--- src/rtl/mem_arbiter_pkg.sv ---
// Shared types for the memory arbiter: requester/owner tags and the default
// starvation threshold for the instruction port.
package mem_arbiter_pkg;

  typedef enum logic [1:0] {
    OWN_NONE   = 2'd0,
    OWN_IMEM   = 2'd1,
    OWN_DREAD  = 2'd2,
    OWN_DWRITE = 2'd3
  } owner_t;

  localparam int STARVE_MAX_DEFAULT = 4;

endpackage

--- src/rtl/mem_arbiter.sv ---
// Three-way arbiter (data write, data read, instruction read) in front of a
// single-port memory, with instruction anti-starvation and read-response routing.
module mem_arbiter
  import mem_arbiter_pkg::*;
#(
  parameter int STARVE_MAX = STARVE_MAX_DEFAULT,
  parameter int AW         = 32
) (
  input  logic                              clk,
  input  logic                              reset,
  input  logic                              imem_ready,
  output logic                              imem_valid,
  input  logic [AW-1:0]                     imem_addr,
  output logic                              imem_rresp,
  output logic [31:0]                       imem_rdata,
  input  logic                              dmem_rready,
  output logic                              dmem_rvalid,
  input  logic [AW-1:0]                     dmem_raddr,
  output logic                              dmem_rresp,
  output logic [31:0]                       dmem_rdata,
  input  logic                              dmem_wready,
  output logic                              dmem_wvalid,
  input  logic [AW-1:0]                     dmem_waddr,
  input  logic [31:0]                       dmem_wdata,
  input  logic [3:0]                        dmem_wstrb,
  output logic                              mem_ready,
  input  logic                              mem_valid,
  output logic                              mem_we,
  output logic [AW-1:0]                     mem_addr,
  output logic [31:0]                       mem_wdata,
  output logic [3:0]                        mem_wstrb,
  input  logic                              mem_rresp,
  input  logic [31:0]                       mem_rdata,
  output owner_t                            dbg_owner,
  output logic [$clog2(STARVE_MAX+1)-1:0]   dbg_starve,
  output logic                              dbg_spurious
);

  // Handshake: a requester raises its *_ready to ask for the memory and holds it;
  // the arbiter raises the matching *_valid in the same cycle to accept, and the
  // transfer happens in exactly the cycles where both are high.

  localparam int              SW           = $clog2(STARVE_MAX + 1);
  localparam logic [SW-1:0]   STARVE_LIMIT = SW'(STARVE_MAX);

  owner_t          gnt;
  owner_t          owner;
  logic [SW-1:0]   starve_cnt;
  logic            spurious_r;
  logic            starved;
  logic            rsp_live;

  assign starved = imem_ready && (starve_cnt == STARVE_LIMIT);

  // Write before data read keeps read-after-write order when both arrive together.
  always_comb begin
    gnt = OWN_NONE;
    if (!reset && mem_valid) begin
      if (starved)          gnt = OWN_IMEM;
      else if (dmem_wready) gnt = OWN_DWRITE;
      else if (dmem_rready) gnt = OWN_DREAD;
      else if (imem_ready)  gnt = OWN_IMEM;
    end
  end

  assign imem_valid  = (gnt == OWN_IMEM);
  assign dmem_rvalid = (gnt == OWN_DREAD);
  assign dmem_wvalid = (gnt == OWN_DWRITE);
  assign mem_ready   = (gnt != OWN_NONE);
  assign mem_we      = dmem_wvalid;

  always_comb begin
    mem_addr  = '0;
    mem_wdata = '0;
    mem_wstrb = '0;
    case (gnt)
      OWN_IMEM:  mem_addr = imem_addr;
      OWN_DREAD: mem_addr = dmem_raddr;
      OWN_DWRITE: begin
        mem_addr  = dmem_waddr;
        mem_wdata = dmem_wdata;
        mem_wstrb = dmem_wstrb;
      end
      default: ;
    endcase
  end

  always_ff @(posedge clk) begin
    if (reset) begin
      starve_cnt <= '0;
      owner      <= OWN_NONE;
      spurious_r <= 1'b0;
    end else begin
      if (!imem_ready || imem_valid)
        starve_cnt <= '0;
      else if (mem_valid && starve_cnt != STARVE_LIMIT)
        starve_cnt <= starve_cnt + 1'b1;
      owner <= (gnt == OWN_IMEM || gnt == OWN_DREAD) ? gnt : OWN_NONE;
      if (mem_rresp && owner == OWN_NONE)
        spurious_r <= 1'b1;
    end
  end

  // A response landing during reset belongs to a read that is being abandoned.
  assign rsp_live   = mem_rresp && !reset;
  assign imem_rresp = rsp_live && (owner == OWN_IMEM);
  assign dmem_rresp = rsp_live && (owner == OWN_DREAD);
  assign imem_rdata = imem_rresp ? mem_rdata : '0;
  assign dmem_rdata = dmem_rresp ? mem_rdata : '0;

  assign dbg_owner    = owner;
  assign dbg_starve   = starve_cnt;
  assign dbg_spurious = spurious_r;

endmodule

--- config.mk ---
export PLATFORM = sky130hd
export DESIGN_NAME = mem_arbiter
export DESIGN_NICKNAME = d
export VERILOG_FILES = /design/src/rtl/mem_arbiter_pkg.sv /design/src/rtl/mem_arbiter.sv
export SDC_FILE = /design/constraint.sdc
export NUM_CORES = 1
export LEC_CHECK = 0
export BUFFER_PORTS_ARGS = -buffer_cell sky130_fd_sc_hd__buf_2
export CAP_MARGIN = 10
export CORE_AREA = 2 2 123 125
export DETAILED_ROUTE_END_ITERATION = 16
export DIE_AREA = 0 0 125 127
export HOLD_SLACK_MARGIN = 0.1
export PLACE_DENSITY = 0.41
export SLEW_MARGIN = 5
export SYNTH_ARGS = -nofsm -noshare
export SYNTH_HDL_FRONTEND = slang
export SYNTH_SLANG_ARGS = --single-unit
--- constraint.sdc ---
create_clock -name clk -period 2.5 [get_ports clk]
set_input_delay 0.25 -clock clk [delete_from_list [all_inputs] [get_ports clk]]
set_output_delay 0.25 -clock clk [all_outputs]
set_load 0.05 [all_outputs]
After elaboration in Yosys (flattened, before gate mapping). Cells that the tools add are included.

Logic and storage cells: 37. Output and inout port bits: 145. Register bits: 6.

Multiplexer cells: 10. $add $sub $neg: 1. Reduce and logical (&&, ||, !) cells: 15. Equality and inequality tests: 7. Bitwise operators: 1.

Operator list (number): $mux W32 (3); $pmux W32 S3 (1); $mux W2 (4); $logic_and A1 B1 Y1 (7); $eq A2 B2 Y1 const B (3); $eq A2 B1 Y1 const B (2); $mux W4 (1); $reduce_or A2 Y1 (2); $add A3 B1 Y3 const B (1); $eq A3 B3 Y1 const B (1); $ne A3 B3 Y1 const B (1); $logic_not A1 Y1 (2); $logic_not A2 Y1 (1); $logic_or A1 B1 Y1 (2); $reduce_bool A2 Y1 (1); $mux W1 (1); $not A1 Y1 (1).

Depth between registers and ports, before layout.
Depth after elaboration: 9. Depth in mapped cells: 9.

Least setup slack after synthesis. OpenSTA, ideal clock, no wires.

Path type: register -> output. From: register starve_cnt[0], in the netlist dbg_starve[0]. To: output port mem_addr[10]. Setup slack: -911 ps. Buffers on the path: 1. Data required time: 2250 ps. Stages on the path, launching flop included: 9. Data arrival time: 3161 ps. Cell sequence: dfxtp_1 inv_1 ha_1 and3_1 nor3_1 ha_1 clkbuf_1 a222oi_1 nor2_1.

Longest elaborated chain between the ends: 6.

Ends and longest elaborated chain: start, declared (line mem_arbiter.sv:48) `logic [SW-1:0] starve_cnt;`; start signal, assigned (line mem_arbiter.sv:97) `starve_cnt <= starve_cnt + 1'b1;`; $eq A3 B3 Y1 (line mem_arbiter.sv:53) `assign starved = imem_ready && (starve_cnt == STARVE_LIMIT);`; $logic_and A1 B1 Y1 (line mem_arbiter.sv:53); $mux W2 (line mem_arbiter.sv:59) `if (starved) gnt = OWN_IMEM;`; $mux W2 (line mem_arbiter.sv:58) `if (!reset && mem_valid) begin`; via gnt[1] (line mem_arbiter.sv:46) `owner_t gnt;`; $eq A2 B2 Y1; via dmem_rvalid (line mem_arbiter.sv:17) `output logic dmem_rvalid,`; $pmux W32 S3 (line mem_arbiter.sv:76) `case (gnt)`; end, declared (line mem_arbiter.sv:29) `output logic [AW-1:0] mem_addr,`.

The timed path passes the listed nets, and every way through them passes these cells.

Final worst setup path.
From: register starve_cnt[1], in the netlist dbg_starve[1]. To: output port mem_addr[22].

Longest elaborated chain between the ends: 6.

Ends and longest elaborated chain (line): $eq A3 B3 Y1 * (mem_arbiter.sv:53); $logic_and A1 B1 Y1 * (mem_arbiter.sv:53); $mux W2 * (mem_arbiter.sv:59); $mux W2 * (mem_arbiter.sv:58); $eq A2 B2 Y1 or $eq A2 B1 Y1 (tied branches) (mem_arbiter.sv:76); $pmux W32 S3 * (mem_arbiter.sv:76).

Every way passes the cells marked *; elsewhere a longest branch is shown, timed or not.

==> parameters.txt <==
Parameter                              Value

Power
  Maximum resistive drop on vdd ... 150 µV
  Power per cell area ... 217 nW/µm²
  Switching Power ... ~0.00037 W
  Portion of total power attributed to combinational logic ... 61.1%
  Flop pwr share ... 10.9%
  Design Power ... 0.000928 W
  Switch share ... 40.2%
  Leakage ... around 2.3 nW
  P_int ... 0.000555 W
  Clock power frac ... 28.0%

Yosys
  Dominant cell by count in the synthesized netlist ... and2_1
  Number of different library cells in the post-synthesis netlist ... 31
  Biggest area contributors in the synthesized netlist ... and2_1 (37%), a222oi_1 (19%), nor2_1 (7.8%)
  Share of synthesized area occupied by flip-flops and latches ... 7.17%
  Most area-hungry cell type in the Yosys netlist ... and2_1
  Cell types with the highest counts after synthesis ... and2_1 (100), nor2_1 (35), a222oi_1 (32)
  Share of flip-flops with an asynchronous set or reset after synthesis ... 0%
  Post-Synthesis Cell Area ... 1670 µm²
  Nets in the synthesized netlist ... between 400 and 500
  Number of instances in the synthesized netlist ... between 200 and 250
  Share of Yosys cell area claimed by the top area cell type ... 37.4%
  Flops & latches, synth ... 6
  Synthesis Warnings ... 0
  Average cell area after synthesis ... roughly 7.2 µm²
  Most used flip-flop cell after synthesis ... dfxtp_1
  Number of flops mapped to enable cells by yosys ... 0

Drt
  Wirelength, routed ... 9870 µm
  Wirelength per Cell ... 13.3 µm
  Drt first-iter violations ... 149
  Final ANT Viol Nets ... 0
  DRC ... 0
  Routed via count ... approximately 3100
  Routed vias/inst ... 4.18
  1st-pass router iterations ... 8

Final layout
  Area taken by flip-flops and latches ... 129 µm²
  Multi-input logic area ... 1690 µm²
  Synth-to-layout area growth ... 156%
  Filler instances ... 1532
  Net count, final ... 735
  Non-filler cells, final ... 740
  Final Instance Area ... 4280 µm²
  Share of cells above drive strength 1 ... approximately 72%

Place
  Post-place setup slack ... 18.7 ps
  Placed Cells incl. Taps ... 717
  Placed inst area ... roughly 3800 µm²
  RePlAce Congestion ... slightly above 0.8
  Detailed Place HPWL ... slightly below 8000 µm
  I/O Buffers ... 315

Outcome
  Run status ... finished, violations left
  Violations in the final reports ... negative setup slack

Timing
  Final critical-path required period ... 2610 ps
  Setup violation total in the final timing report ... 31
  RSZ-0062 raised after global routing ... yes
  Final critical-path share of the clock period ... 104%
  Actual transition at the worst max-transition pin ... 522 ps
  Max Clk Rate ... 383 MHz
  Final WS setup ... -111 ps
  Final hold violation count ... 0
  Post-Route Skew ... 1.29 ps
  Worst max-slew margin expressed relative to the limit ... 65.2%
  Max-slew violation count ... 0

Global routing
  Number of antenna violations at the first check in global routing ... 1
  Total routing resource utilization after global routing ... roughly 11%
  Vias in the first global route ... 3047
  GRT Residual Overflow ... 0
  Largest net degree at the start of global routing ... 38
  First-pass GRT wire length ... between 10000 and 15000 µm

Clock tree
  Skew-Pair Late Insertion Delay ... approximately 230 ps
  Num CTS Buffers ... 3
  H-tree depth ... 1
  Clock-pin slew on the worst setup and hold paths ... approximately 30 ps
  Clock Tree Buf Depth ... 2
  CTS sink cnt ... 6
  CTS root buffer ... clkbuf_16
  TritonCTS clock tree ... yes

Job
  MaxCap Viol Count ... 0

Critical path
  Worst path bufs/invs ... 3
  CP cell instances ... inv_4, ha_4, and3_4, or3_4, ha_4, buf_8, a222oi_1, nor2_4, buf_6
  Kind of start point of the critical path ... flop
  Slowest-stage cell, CP ... a222oi_1
  Crit end category ... output port
  Crit path DAT ... 2360 ps
  Required time at the worst-slack endpoint ... 2250 ps
  CP Max Fanout ... 10
  CP top delay family ... simple AND/OR/NAND/NOR gates
  Slowest Stage Delay on Critical Path ... 450 ps
  Most used cell along the critical path ... ha_4
  Setup slack of the worst register-to-register path ... between 400 and 500 ps
  Critical path start-end classification ... reg -> out

Floorplan
  Floorplan die height ... 127 µm
  CORE AREA ... 14400 µm²
  Die area ... 15900 µm²
  Die width ... about 130 µm
  Initial core utilization ... 11.6%
  Number of standard-cell rows in the floorplan ... 44
  IO Count ... 316

Hold path
  Type of the tightest min-delay check ... in -> reg
-- stage by stage --
stage	TNS [ps]	utilization [%]	hold slack [ps]
floorplan	-879	-	319
global placement	0	26.1	443
detailed placement	0	26.1	458
CTS	-2820	28.9	295
global route	-4000	29.7	312
finish	-1820	29.7	288
-- sequential cells by signal, summed over array words and instances (netlist names) --
signal and flops:
dbg_starve 3, dbg_spurious 1, dbg_owner 2
-- cells in the final DEF, fill, tap and decap left out, drive strengths merged, types with 2 or more instances in the layout --
cell,netlist,final
ha,7,7
and2,100,100
dfxtp,6,6
inv,5,4
a21oi,2,2
clkbuf,9,3
mux2,2,2
a222oi,32,32
and4bb,4,4
buf,15,343
nor2,35,35
-- worst register-to-register path: stages, from the launching register on --
cell	delay (ps)
dfxtp_4	350
inv_4	30
ha_4	150
and3_4	170
or3_4	380
ha_4	200
buf_12	150
buf_4	150
nor4bb_1	250
mux2_2	190
-- worst paths after layout --
| check | from | to | cells after the start |
|---|---|---|---|
| worst min register to register | dbg_spurious | dbg_spurious | 2 |
| worst max register to register | dbg_starve[1] | dbg_starve[1] | 9 |
| worst max-delay path | dbg_starve[1] | mem_addr[22] | 9 |
| worst min-delay path | reset | dbg_spurious | 2 |
-- cell type report --
cell class | count | share of cell area [%]
Timing Repair Buffer | 343 | 49.9
Multi-Input combinational cell | 198 | 39.3
Tap cell | 184 | 5.37
Sequential cell | 6 | 3.01
Clock buffer | 3 | 1.75
Inverter | 5 | 0.584
Antenna cell | 1 | 0.0584
-- timing repair --
item	4_1_cts	5_1_grt
hold buffers	0	0
gates resized for setup	71	14
pin swaps	43	42
setup buffers	10	9
gates cloned	0	0
setup endpoints to repair	32	69
-- kinds of logic after synthesis --
logic type,Yosys count,share of synthesized area (%)
multiplexers,2,1.35
AND/OR/NAND/NOR,151,54.3
adder cells (fa/ha/maj),7,5.23
AO/OA/AOI/OAI,38,22.0
flip-flops,6,7.18
buffers and inverters,29,9.94
-- power groups by stage --
stage	Combinational [W]	Sequential (W)	Clock, W
floorplan	0.000285	0.000114	0
global placement	0.000503	0.000102	0
detailed placement	0.000504	0.000103	0
CTS	0.000552	0.000101	0.000263
global route	0.000600	0.000101	0.000271
finish	0.000567	0.000101	0.000260
-- routing by layer --
metal  share of wire (%)  GRT usage (%)
met1                  36           12.0
met2                  53           22.2
met3                 8.8           2.01
met4                 1.8           3.07
met5                   0              0
No activity file was read; power rests on OpenSTA's default activity.
